### src/rtl/mux_arb_pkg.sv
`default_nettype none
// +----------------------------------------------------------------------+
// | mux_arb_pkg                                                          |
// | Shared state encoding and requester IDs for the 2:1 mux arbiter.     |
// | Revision: 1.0                                                        |
// +----------------------------------------------------------------------+
package mux_arb_pkg;

    typedef enum logic [1:0] {
        IDLE = 2'b00,
        GX   = 2'b01,
        GY   = 2'b10
    } arb_state_e;

    // Requester IDs follow the mux select polarity: 1 selects x.
    localparam logic REQ_X = 1'b1;
    localparam logic REQ_Y = 1'b0;

    localparam int CNT_W = 4;

    function automatic arb_state_e grant_of(input logic id);
        return (id == REQ_X) ? GX : GY;
    endfunction

endpackage
`default_nettype wire

### src/rtl/arb_hold_counter.sv
`default_nettype none
// +----------------------------------------------------------------------+
// | arb_hold_counter                                                     |
// | Saturating 4-bit grant-hold counter with clear, enable and at_max.   |
// | Revision: 1.0                                                        |
// +----------------------------------------------------------------------+
module arb_hold_counter
    import mux_arb_pkg::*;
#(
    parameter int HOLD_MAX = 8
) (
    input  logic clk,
    input  logic rst_n,
    input  logic clr_i,
    input  logic en_i,
    output logic at_max_o
);

    localparam logic [CNT_W-1:0] C_LAST = CNT_W'(HOLD_MAX - 1);

    logic [CNT_W-1:0] cnt_q;
    logic [CNT_W-1:0] cnt_d;

    always_comb begin
        cnt_d = cnt_q;
        if (clr_i) begin
            cnt_d = '0;
        end else if (en_i && (cnt_q != C_LAST)) begin
            cnt_d = cnt_q + 1'b1;
        end
    end

    always_ff @(posedge clk or negedge rst_n) begin
        if (!rst_n) begin
            cnt_q <= '0;
        end else begin
            cnt_q <= cnt_d;
        end
    end

    assign at_max_o = (cnt_q == C_LAST);

endmodule
`default_nettype wire

### src/rtl/mux21_arbiter.sv
`default_nettype none
// +----------------------------------------------------------------------+
// | mux21_arbiter                                                        |
// | Round-robin arbiter driving the select of a 2:1 mux (1 = x, 0 = y).  |
// | Optional starvation timeout: define MUX_ARB_TIMEOUT_EN.              |
// | Revision: 1.0                                                        |
// +----------------------------------------------------------------------+
module mux21_arbiter
    import mux_arb_pkg::*;
#(
    parameter int HOLD_MAX = 8
) (
    input  logic clk,
    input  logic rst_n,
    input  logic req_x,
    input  logic req_y,
    output logic gnt_x,
    output logic gnt_y,
    output logic sel,
    output logic valid
);

    arb_state_e state_q;
    arb_state_e state_d;
    logic       last_q;
    logic       gnt_x_q;
    logic       gnt_y_q;
    logic       sel_q;
    logic       valid_q;
    logic       w_at_max;

    always_comb begin
        state_d = state_q;
        case (state_q)
            IDLE: begin
                if (req_x && req_y) begin
                    state_d = grant_of(~last_q);
                end else if (req_x) begin
                    state_d = GX;
                end else if (req_y) begin
                    state_d = GY;
                end
            end
            GX: begin
                if (req_x && !(w_at_max && req_y)) begin
                    state_d = GX;
                end else if (req_y) begin
                    state_d = GY;
                end else begin
                    state_d = IDLE;
                end
            end
            GY: begin
                if (req_y && !(w_at_max && req_x)) begin
                    state_d = GY;
                end else if (req_x) begin
                    state_d = GX;
                end else begin
                    state_d = IDLE;
                end
            end
            default: state_d = IDLE;
        endcase
    end

`ifdef MUX_ARB_TIMEOUT_EN
    logic w_enter;
    logic w_stay;

    // A handoff is an entry too, so the new owner starts a fresh hold window.
    assign w_enter = (state_d != IDLE) && (state_d != state_q);
    assign w_stay  = (state_d != IDLE) && (state_d == state_q);

    arb_hold_counter #(
        .HOLD_MAX (HOLD_MAX)
    ) u_hold_counter (
        .clk      (clk),
        .rst_n    (rst_n),
        .clr_i    (w_enter),
        .en_i     (w_stay),
        .at_max_o (w_at_max)
    );
`else
    // Without the timeout HOLD_MAX has no effect; this term is constant 0.
    assign w_at_max = (HOLD_MAX < 0);
`endif

    always_ff @(posedge clk or negedge rst_n) begin
        if (!rst_n) begin
            state_q <= IDLE;
            last_q  <= REQ_Y;
            gnt_x_q <= 1'b0;
            gnt_y_q <= 1'b0;
            sel_q   <= 1'b0;
            valid_q <= 1'b0;
        end else begin
            state_q <= state_d;
            gnt_x_q <= (state_d == GX);
            gnt_y_q <= (state_d == GY);
            valid_q <= (state_d != IDLE);
            if (state_d == GX) begin
                sel_q  <= REQ_X;
                last_q <= REQ_X;
            end else if (state_d == GY) begin
                sel_q  <= REQ_Y;
                last_q <= REQ_Y;
            end
        end
    end

    assign gnt_x = gnt_x_q;
    assign gnt_y = gnt_y_q;
    assign sel   = sel_q;
    assign valid = valid_q;

endmodule
`default_nettype wire

### config.mk
export PLATFORM = sky130hd
export DESIGN_NAME = mux21_arbiter
export DESIGN_NICKNAME = d
export VERILOG_FILES = /design/src/rtl/mux_arb_pkg.sv /design/src/rtl/arb_hold_counter.sv /design/src/rtl/mux21_arbiter.sv
export SDC_FILE = /design/constraint.sdc
export NUM_CORES = 1
export LEC_CHECK = 0
export ABC_CLOCK_PERIOD_IN_PS = 2900
export CORE_AREA = 5 5 42 44
export CTS_BUF_LIST = sky130_fd_sc_hd__clkbuf_16
export CTS_CLUSTER_DIAMETER = 150
export CTS_CLUSTER_SIZE = 40
export DETAILED_ROUTE_END_ITERATION = 7
export DIE_AREA = 0 0 47 49
export PLACE_DENSITY_LB_ADDON = 0.3
export SLEW_MARGIN = 20
export SYNTH_ARGS = -nofsm -noshare
export SYNTH_HDL_FRONTEND = slang
export SYNTH_SLANG_ARGS = --single-unit
### constraint.sdc
create_clock -name clk -period 2.9 [get_ports clk]
set_input_delay 0.87 -clock clk [delete_from_list [all_inputs] [get_ports clk]]
set_output_delay 0.87 -clock clk [all_outputs]
set_load 0.02 [all_outputs]
=== Yosys cells after proc, flatten, opt, wreduce, memory -nomap -nowiden ===
Cells that the tools add are included.

* Equality and inequality tests: 4
* Mux-type cells: 11
* Reductions and logical operators: 4

{| class="wikitable"
|+ Operators by type and width
! cell !! count
|-
| 2-bit two-way mux || 7
|-
| 2-bit one-hot mux with 3 select lines || 1
|-
| 2-bit by 1-bit == test with 1-bit output, second input constant || 2
|-
| 2-bit == test, second input constant || 2
|-
| 2-bit nonzero test || 2
|-
| 1-bit two-way mux || 3
|-
| 2-bit logical NOT || 1
|-
| 1-bit logical AND || 1
|}

* Flip-flop bits (word level): 6
* Input port bits: 4
* Output and inout bits: 4
* Word-level logic and storage cells: 24

=== Longest topological paths before layout ===
Gate-level depths: netlist (run 1).

* Word-level depth: 7
* Gate-level depth with buffers: 4
* Gate-level depth less buffers: 4

=== Least setup slack after synthesis (run 1) ===
OpenSTA, ideal clock, no wires.

* Path kind: input -> register
* From: input req_x
* To: register sel_q, in the netlist sel
* Setup time: 125 ps
* Arrival time: 1,735 ps
* Required time: 2,775 ps
* Path slack: 1,040 ps
* Stages: 4
* Buffers on the path: 0
* Cells stage by stage: and2b_1 > a22oi_1 > ha_1 > mux2_2

* Cells in the longest elaborated chain, start to end: 5
* Elaborated cells on any way between the ends: 11
* Those cells by class: eq/ne: 2; mux: 7; reduce/logical: 2

{| class="wikitable"
|+ Ends and longest elaborated chain
! item !! RTL line !! RTL
|-
| start, declared || mux21_arbiter.sv:15 || <nowiki>input logic req_x,</nowiki>
|-
| 1-bit two-way mux, or another cell as far along || mux21_arbiter.sv:56 || <nowiki>end else if (req_x) begin</nowiki>
|-
| 2-bit two-way mux, on equally long branches || mux21_arbiter.sv:54, mux21_arbiter.sv:36 ||
|-
| 2-bit one-hot mux with 3 select lines (*) || mux21_arbiter.sv:34 || <nowiki>case (state_q)</nowiki>
|-
| 2-bit by 1-bit == test with 1-bit output / 2-bit == test (equally long branches) || mux21_arbiter.sv:101, mux21_arbiter.sv:104 ||
|-
| 1-bit two-way mux / 2-bit nonzero test (equally long branches) || -- ||
|-
| end signal, assigned || mux21_arbiter.sv:94 || <nowiki>sel_q <= 1'b0;</nowiki>
|-
| end signal, assigned || mux21_arbiter.sv:102 || <nowiki>sel_q <= REQ_X;</nowiki>
|-
| end signal, assigned || mux21_arbiter.sv:105 || <nowiki>sel_q <= REQ_Y;</nowiki>
|-
| end, declared || mux21_arbiter.sv:28 || <nowiki>logic sel_q;</nowiki>
|}

Mark *: on every way between the ends. The rest lies on a longest branch, timed or not.
A chain may end at the register's enable or synchronous reset.

=== Final worst setup path (run 1) ===
Same ends and word-level chain as after synthesis.

==> results of run 1 <==
## layer usage
layer / part of all wire, % / vias to the layer above / GRT usage, %
li1: - / 88 / -
met1: 32 / 86 / 5.58
met2: 49 / 9 / 9.95
met3: 10 / 4 / 1.85
met4: 9.1 / 0 / 11.1
met5: 0 / - / 0
## cell families (layout without fill, tap and decap cells)
family,Yosys count,in the layout,share of synthesized area [%]
multiplexers,1,1,4.29
adder cells (fa/ha/maj),3,3,14.3
AND/OR/NAND/NOR,4,4,8.10
buffers and inverters,1,11,1.43
AO/OA/AOI/OAI,5,5,14.8
flip-flops,6,6,57.1
## critical path: cells and delay by family
kind	cells	cell delay, ns
buf+inv	1	0.45
fa+ha+maj	1	0.28
mux	1	0.27
compound gates	1	0.23
simple gates	1	0.19
## report_power, final
group	total, W	leakage [nW]	internal, W	switching [W]
sequential	0.000122	0.0749	0.000108	0.0000141
combinational	0.000116	0.0880	0.0000603	0.0000556
clock	0.000220	0.0370	0.000177	0.0000436
## worst max-delay path by stage
| stage | endpoint | startpoint | depth (start not counted) |
|---|---|---|---|
| CTS | sel | req_x | 5 |
| floorplan | sel | req_x | 4 |
| global placement | sel | req_x | 5 |
| global route | sel | req_x | 5 |
| finish | sel | req_x | 5 |
| detailed placement | sel | req_x | 5 |
## through the flow
| stage | total power [W] | utilization (%) |
|---|---|---|
| finish | 0.000458 | 30.5 |
| detailed placement | 0.000241 | 25.2 |
| global placement | 0.000235 | 25.2 |
| global route | 0.000488 | 30.5 |
| floorplan | 0.000187 | - |
| CTS | 0.000463 | 30.5 |
## cell usage in the layout, fill, tap and decap left out, drive strengths merged
cell,synthesis,final
inv,1,1
dfrtp,6,6
clkbuf,0,3
mux2,1,1
and2b,1,1
nand2b,1,1
ha,3,3
o21ai,1,1
a22o,1,1
o21a,1,1
nor2,2,2
o21ba,1,1
clkdlybuf4s50,0,7
a22oi,1,1
## area by class of cell
cell class	instances	area (sq um)	share of cell area, %
Clock buffer	3	75.1	17.5
Inverter	1	3.75	0.877
Multi-Input combinational cell	13	109	25.4
Sequential cell	6	150	35.1
Tap cell	16	20.0	4.68
Timing Repair Buffer	7	70.1	16.4
## flip-flops by register name, indices dropped and copies added, names as in the netlist
register / cells
state_q: 2
gnt_y: 1
sel: 1
gnt_x: 1
valid: 1
## synth_stat cells
cell	number	share of area, %
o21ba_1	1	3.8
and2b_1	1	2.9
a22o_1	1	3.3
inv_1	1	1.4
a22oi_1	1	2.9
mux2_2	1	4.3
nor2_1	2	2.9
dfrtp_1	6	57
nand2b_1	1	2.4
ha_1	3	14
o21ai_1	1	1.9
o21a_1	1	2.9
==> flow_metrics.py, run 1 <==
metrics = {
    "clocking": {
        "path_clk_slew_ns": 0.03,
        "cts_buffers": 3,
        "clock_latency_ns": 0.23,
        "cts.sinks": 6,
        "cts_root_buf": "clkbuf_16",
        "postCtsHoldBufs": 0,
        "h-tree-depth": 1,
        "post_cts_resized": 0,
        "cts_max_path_buffers": 2,
        "cts_tree": "built",
        "cts_setup_buffers": 0,
    },
    "yosys": {
        "syn_area_sq_um": 263,
        "synth_nets": 27,
        "ys.warnings.count": 0,
        "ys_ff_latch": 6,
        "syn_inst": 20,
        "syn_avg_cell_area_sq_um": 13.1,
        "yosysUniqueCellTypes": 12,
        "yosysSeqAreaShare_pct": 57.1,
    },
    "detailed_routing": {
        "ant_nets": 0,
        "routedWlPerCell_microns": 11.5,
        "vias_per_cell": 4.07,
        "drt_first_pass_iters": 1,
        "drt_iter0_markers": 0,
        "vias": 187,
        "routed_wl_microns": 528,
        "drc_errors": 0,
    },
    "sta": {
        "fin_crit_ns": 2.19,
        "finalCritPeriodShare_pct": 75.4,
        "setup_viol": 0,
        "rsz0062_at_grt": "no",
        "fmax_ghz": 0.457,
        "final_hold_viol_count": 0,
        "max-slew-margin-rel_pct": 82.1,
        "skew_ns": 0.000265,
        "whs_ns": 0.577,
        "final_max_slew_viol_count": 0,
        "fin_ws_ns": 0.713,
        "final.setup.tns_ns": 0,
        "tightest_slew_ns": 0.267,
    },
    "setup_path": {
        "cp-start-kind": "primary input",
        "r2r_slack_ns": 1.44,
        "cp_slowest_cell": "clkdlybuf4s50_1",
        "worstSetupPathType": "in -> reg",
        "cp_data_required_time_ns": 3.01,
        "cp_cell_sequence": "clkdlybuf4s50_1 > and2b_1 > a22oi_1 > ha_1 > mux2_2",
        "slowest_delay_ns": 0.45,
        "cp.arrival_ns": 2.29,
        "path_max_fanout": 4,
        "reg2reg_to": "sel",
        "r2r_start": "state_q[0]",
        "endpoint_kind": "register",
        "rr_worst_depth": 4,
    },
    "placed_design": {
        "dpl.hpwl_microns": 423,
        "dp.cells": 43,
        "io_buffer_count": 7,
        "pre_cts_ws_ns": 0.475,
        "gp_congestion": 0.819,
        "place_area_sq_um": 353,
    },
    "hold_path": {
        "hold_path_depth": 1,
        "hold_class": "reg -> reg",
        "min_to": "sel",
        "holdCritStartpoint": "sel",
    },
    "finish": {
        "nets": 39,
        "finalNonFillerCells": 46,
        "fin_area_sq_um": 428,
        "n_fill_cell": 152,
        "drive_gt1_share_pct": 13.3,
        "diodes": 0,
        "syn_to_final_growth_pct": 62.9,
    },
    "die": {
        "die_area_sq_um": 2300,
        "core-area_sq_um": 1400,
        "die_x_microns": 47,
        "initial_utilization_pct": 18.8,
        "die_h_microns": 49,
        "rows": 14,
        "ios": 8,
    },
    "global_route": {
        "grt_overflow": 0,
        "grt_pass1_vias": 242,
        "grt_max_degree": 7,
        "grt_pass1_wl_microns": 1010,
        "antenna_found_initial": 0,
        "grt_usage_pct": 6.94,
    },
    "outcome": {
        "status": "complete, no violations",
    },
    "job": {
        "max_cap_viol_count": 0,
    },
    "power": {
        "ir_drop_v": 0.000472,
        "cellLeakagePower_nw": 0.200,
        "power_density_nw_per_um2": 1070,
    },
}
No activity file was read; power rests on OpenSTA's default activity.
==> run 2: changes to the inputs <==
--- a/config.mk
+++ b/config.mk
@@ -5,7 +5,7 @@
 export SDC_FILE = /design/constraint.sdc
 export NUM_CORES = 1
 export LEC_CHECK = 0
-export ABC_CLOCK_PERIOD_IN_PS = 2900
+export ABC_CLOCK_PERIOD_IN_PS = 1830
 export CORE_AREA = 5 5 42 44
 export CTS_BUF_LIST = sky130_fd_sc_hd__clkbuf_16
 export CTS_CLUSTER_DIAMETER = 150
==> constraint.sdc (replaced) <==
create_clock -name clk -period 1.83 [get_ports clk]
set_input_delay 0.549 -clock clk [delete_from_list [all_inputs] [get_ports clk]]
set_output_delay 0.549 -clock clk [all_outputs]
set_load 0.02 [all_outputs]
==> flow_metrics.py, run 2 (synthesis results as in run 1) <==
metrics = {
    "sta": {
        "skew_ns": 0.000319,
        "final.setup.tns_ns": 0,
        "finalCritPeriodShare_pct": 97.9,
        "final_hold_viol_count": 0,
        "fmax_ghz": 0.558,
        "whs_ns": 0.572,
        "tightest_slew_ns": 0.284,
        "final_max_slew_viol_count": 0,
        "setup_viol": 0,
        "fin_crit_ns": 1.79,
        "fin_ws_ns": 0.0387,
        "rsz0062_at_grt": "no",
        "max-slew-margin-rel_pct": 81.0,
    },
    "setup_path": {
        "endpoint_kind": "output port",
        "endpoint": "sel",
        "cp.arrival_ns": 1.24,
        "cp_num_buf_inv": 1,
        "r2r_start": "state_q[0]",
        "r2r_slack_ns": 0.36,
        "cp_slowest_cell": "clkdlybuf4s50_1",
        "cp-start-kind": "register",
        "cp_cell_sequence": "clkdlybuf4s50_1",
        "crit_family": "buffers and inverters",
        "path_depth": 1,
        "rr_worst_depth": 4,
        "path_max_fanout": 4,
        "slowest_delay_ns": 0.63,
        "reg2reg_to": "sel",
        "worstSetupPathType": "reg -> out",
        "cp_data_required_time_ns": 1.28,
        "worstSetupStartpoint": "sel",
    },
    "finish": {
        "drive_gt1_share_pct": 32.4,
        "n_fill_cell": 149,
        "nets": 43,
        "largest_register_ffs": 2,
        "diodes": 0,
        "syn_to_final_growth_pct": 79.0,
        "final_cell_mix": "dfrtp_1 (6), clkdlybuf4s50_1 (6), buf_4 (4), clkbuf_16 (3), ha_1 (2)",
        "largest-register": "state_q",
    },
    "clocking": {
        "cts_buffers": 3,
        "cts_tree": "built",
        "cts.sinks": 6,
        "post_cts_resized": 0,
        "postCtsHoldBufs": 0,
        "h-tree-depth": 1,
        "cts_root_buf": "clkbuf_16",
        "clock_latency_ns": 0.22,
        "path_clk_slew_ns": 0.03,
        "cts_setup_buffers": 0,
        "cts_max_path_buffers": 2,
    },
    "power": {
        "p_switching_w": 0.000190,
        "power_density_nw_per_um2": 1610,
        "clkPwrFrac_pct": 45.8,
        "cellLeakagePower_nw": 0.227,
        "p_seq_share_pct": 25.6,
        "switching_share_pct": 25.0,
        "power_frac_comb_pct": 28.6,
        "internal-power_w": 0.000569,
        "ir_drop_v": 0.000740,
    },
    "global_route": {
        "antenna_found_initial": 0,
        "grt_usage_pct": 6.16,
        "grt_max_degree": 7,
        "grt_overflow": 0,
        "grt_pass1_wl_microns": 966,
        "grt_pass1_vias": 223,
    },
    "detailed_routing": {
        "routed_wl_microns": 588,
        "vias_per_cell": 4.06,
        "routedWlPerCell_microns": 11.8,
        "ant_nets": 0,
        "vias": 203,
        "drc_errors": 0,
        "drt_iter0_markers": 4,
        "drt_first_pass_iters": 2,
    },
    "die": {
        "rows": 14,
        "die_x_microns": 47,
        "core-area_sq_um": 1400,
        "initial_utilization_pct": 18.8,
        "die_h_microns": 49,
        "ios": 8,
        "die_area_sq_um": 2300,
    },
    "placed_design": {
        "dpl.hpwl_microns": 458,
        "pre_cts_ws_ns": -0.231,
        "gp_congestion": 0.856,
        "io_buffer_count": 7,
    },
    "job": {
        "max_cap_viol_count": 0,
    },
    "outcome": {
        "status": "complete, no violations",
    },
    "hold_path": {
        "hold_class": "in -> async",
    },
}
-- run 2: cell types whose count changed in the layout (fill, tap and decap cells not counted) --
cell,previous run,this run
nor2_1,2,1
ha_2,0,1
ha_1,3,2
a22oi_2,0,1
dlymetal6s2s_1,0,1
clkdlybuf4s50_1,7,6
a22oi_1,1,0
nor2_2,0,1
buf_4,0,4
-- run 2: area by class of cell --
type	instances	area [sq um]	share of cell area, %
tap	16	20.0	4.26
multi-input combinational	13	119	25.3
clock buffer	3	75.1	16.0
inverter	1	3.75	0.798
timing repair buffer	11	103	21.8
sequential	6	150	31.9
-- run 2: through the flow --
step	area, sq um	total power [W]	utilization [%]	cells
global placement	383	0.000396	27.3	47
finish	470	0.000759	33.6	50
CTS	458	0.000763	32.7	50
global route	470	0.000798	33.6	50
floorplan	263	0.000297	-	20
detailed placement	383	0.000407	27.3	47
-- run 2: worst min path at each step --
| stage | startpoint | endpoint | slack (ns) | cells past startpoint |
|---|---|---|---|---|
| after global placement | sel | sel | 0.55 | 1 |
| after detailed placement | sel | sel | 0.57 | 1 |
| after global routing | sel | sel | 0.61 | 1 |
| after CTS | sel | sel | 0.58 | 1 |
| final | rst_n | gnt_y | 0.57 | 1 |
| after floorplan | rst_n | gnt_x | 0.25 | 0 |
-- run 2: power groups by stage --
| stage | registers, W | clock network, W | logic (W) |
|---|---|---|---|
| global route | 0.000199 | 0.000363 | 0.000236 |
| finish | 0.000194 | 0.000348 | 0.000217 |
| detailed placement | 0.000195 | 0 | 0.000212 |
| CTS | 0.000193 | 0.000357 | 0.000213 |
| floorplan | 0.000224 | 0 | 0.0000730 |
| global placement | 0.000191 | 0 | 0.000205 |
-- run 2: layer usage --
metal | part of all wire, % | wire length [microns] | global-route usage [%]
met3 | 5.3 | 31 | 1.11
met4 | 2.2 | 13 | 6.91
met1 | 45 | 264 | 8.04
met5 | 0 | 0 | 0
met2 | 47 | 278 | 7.47
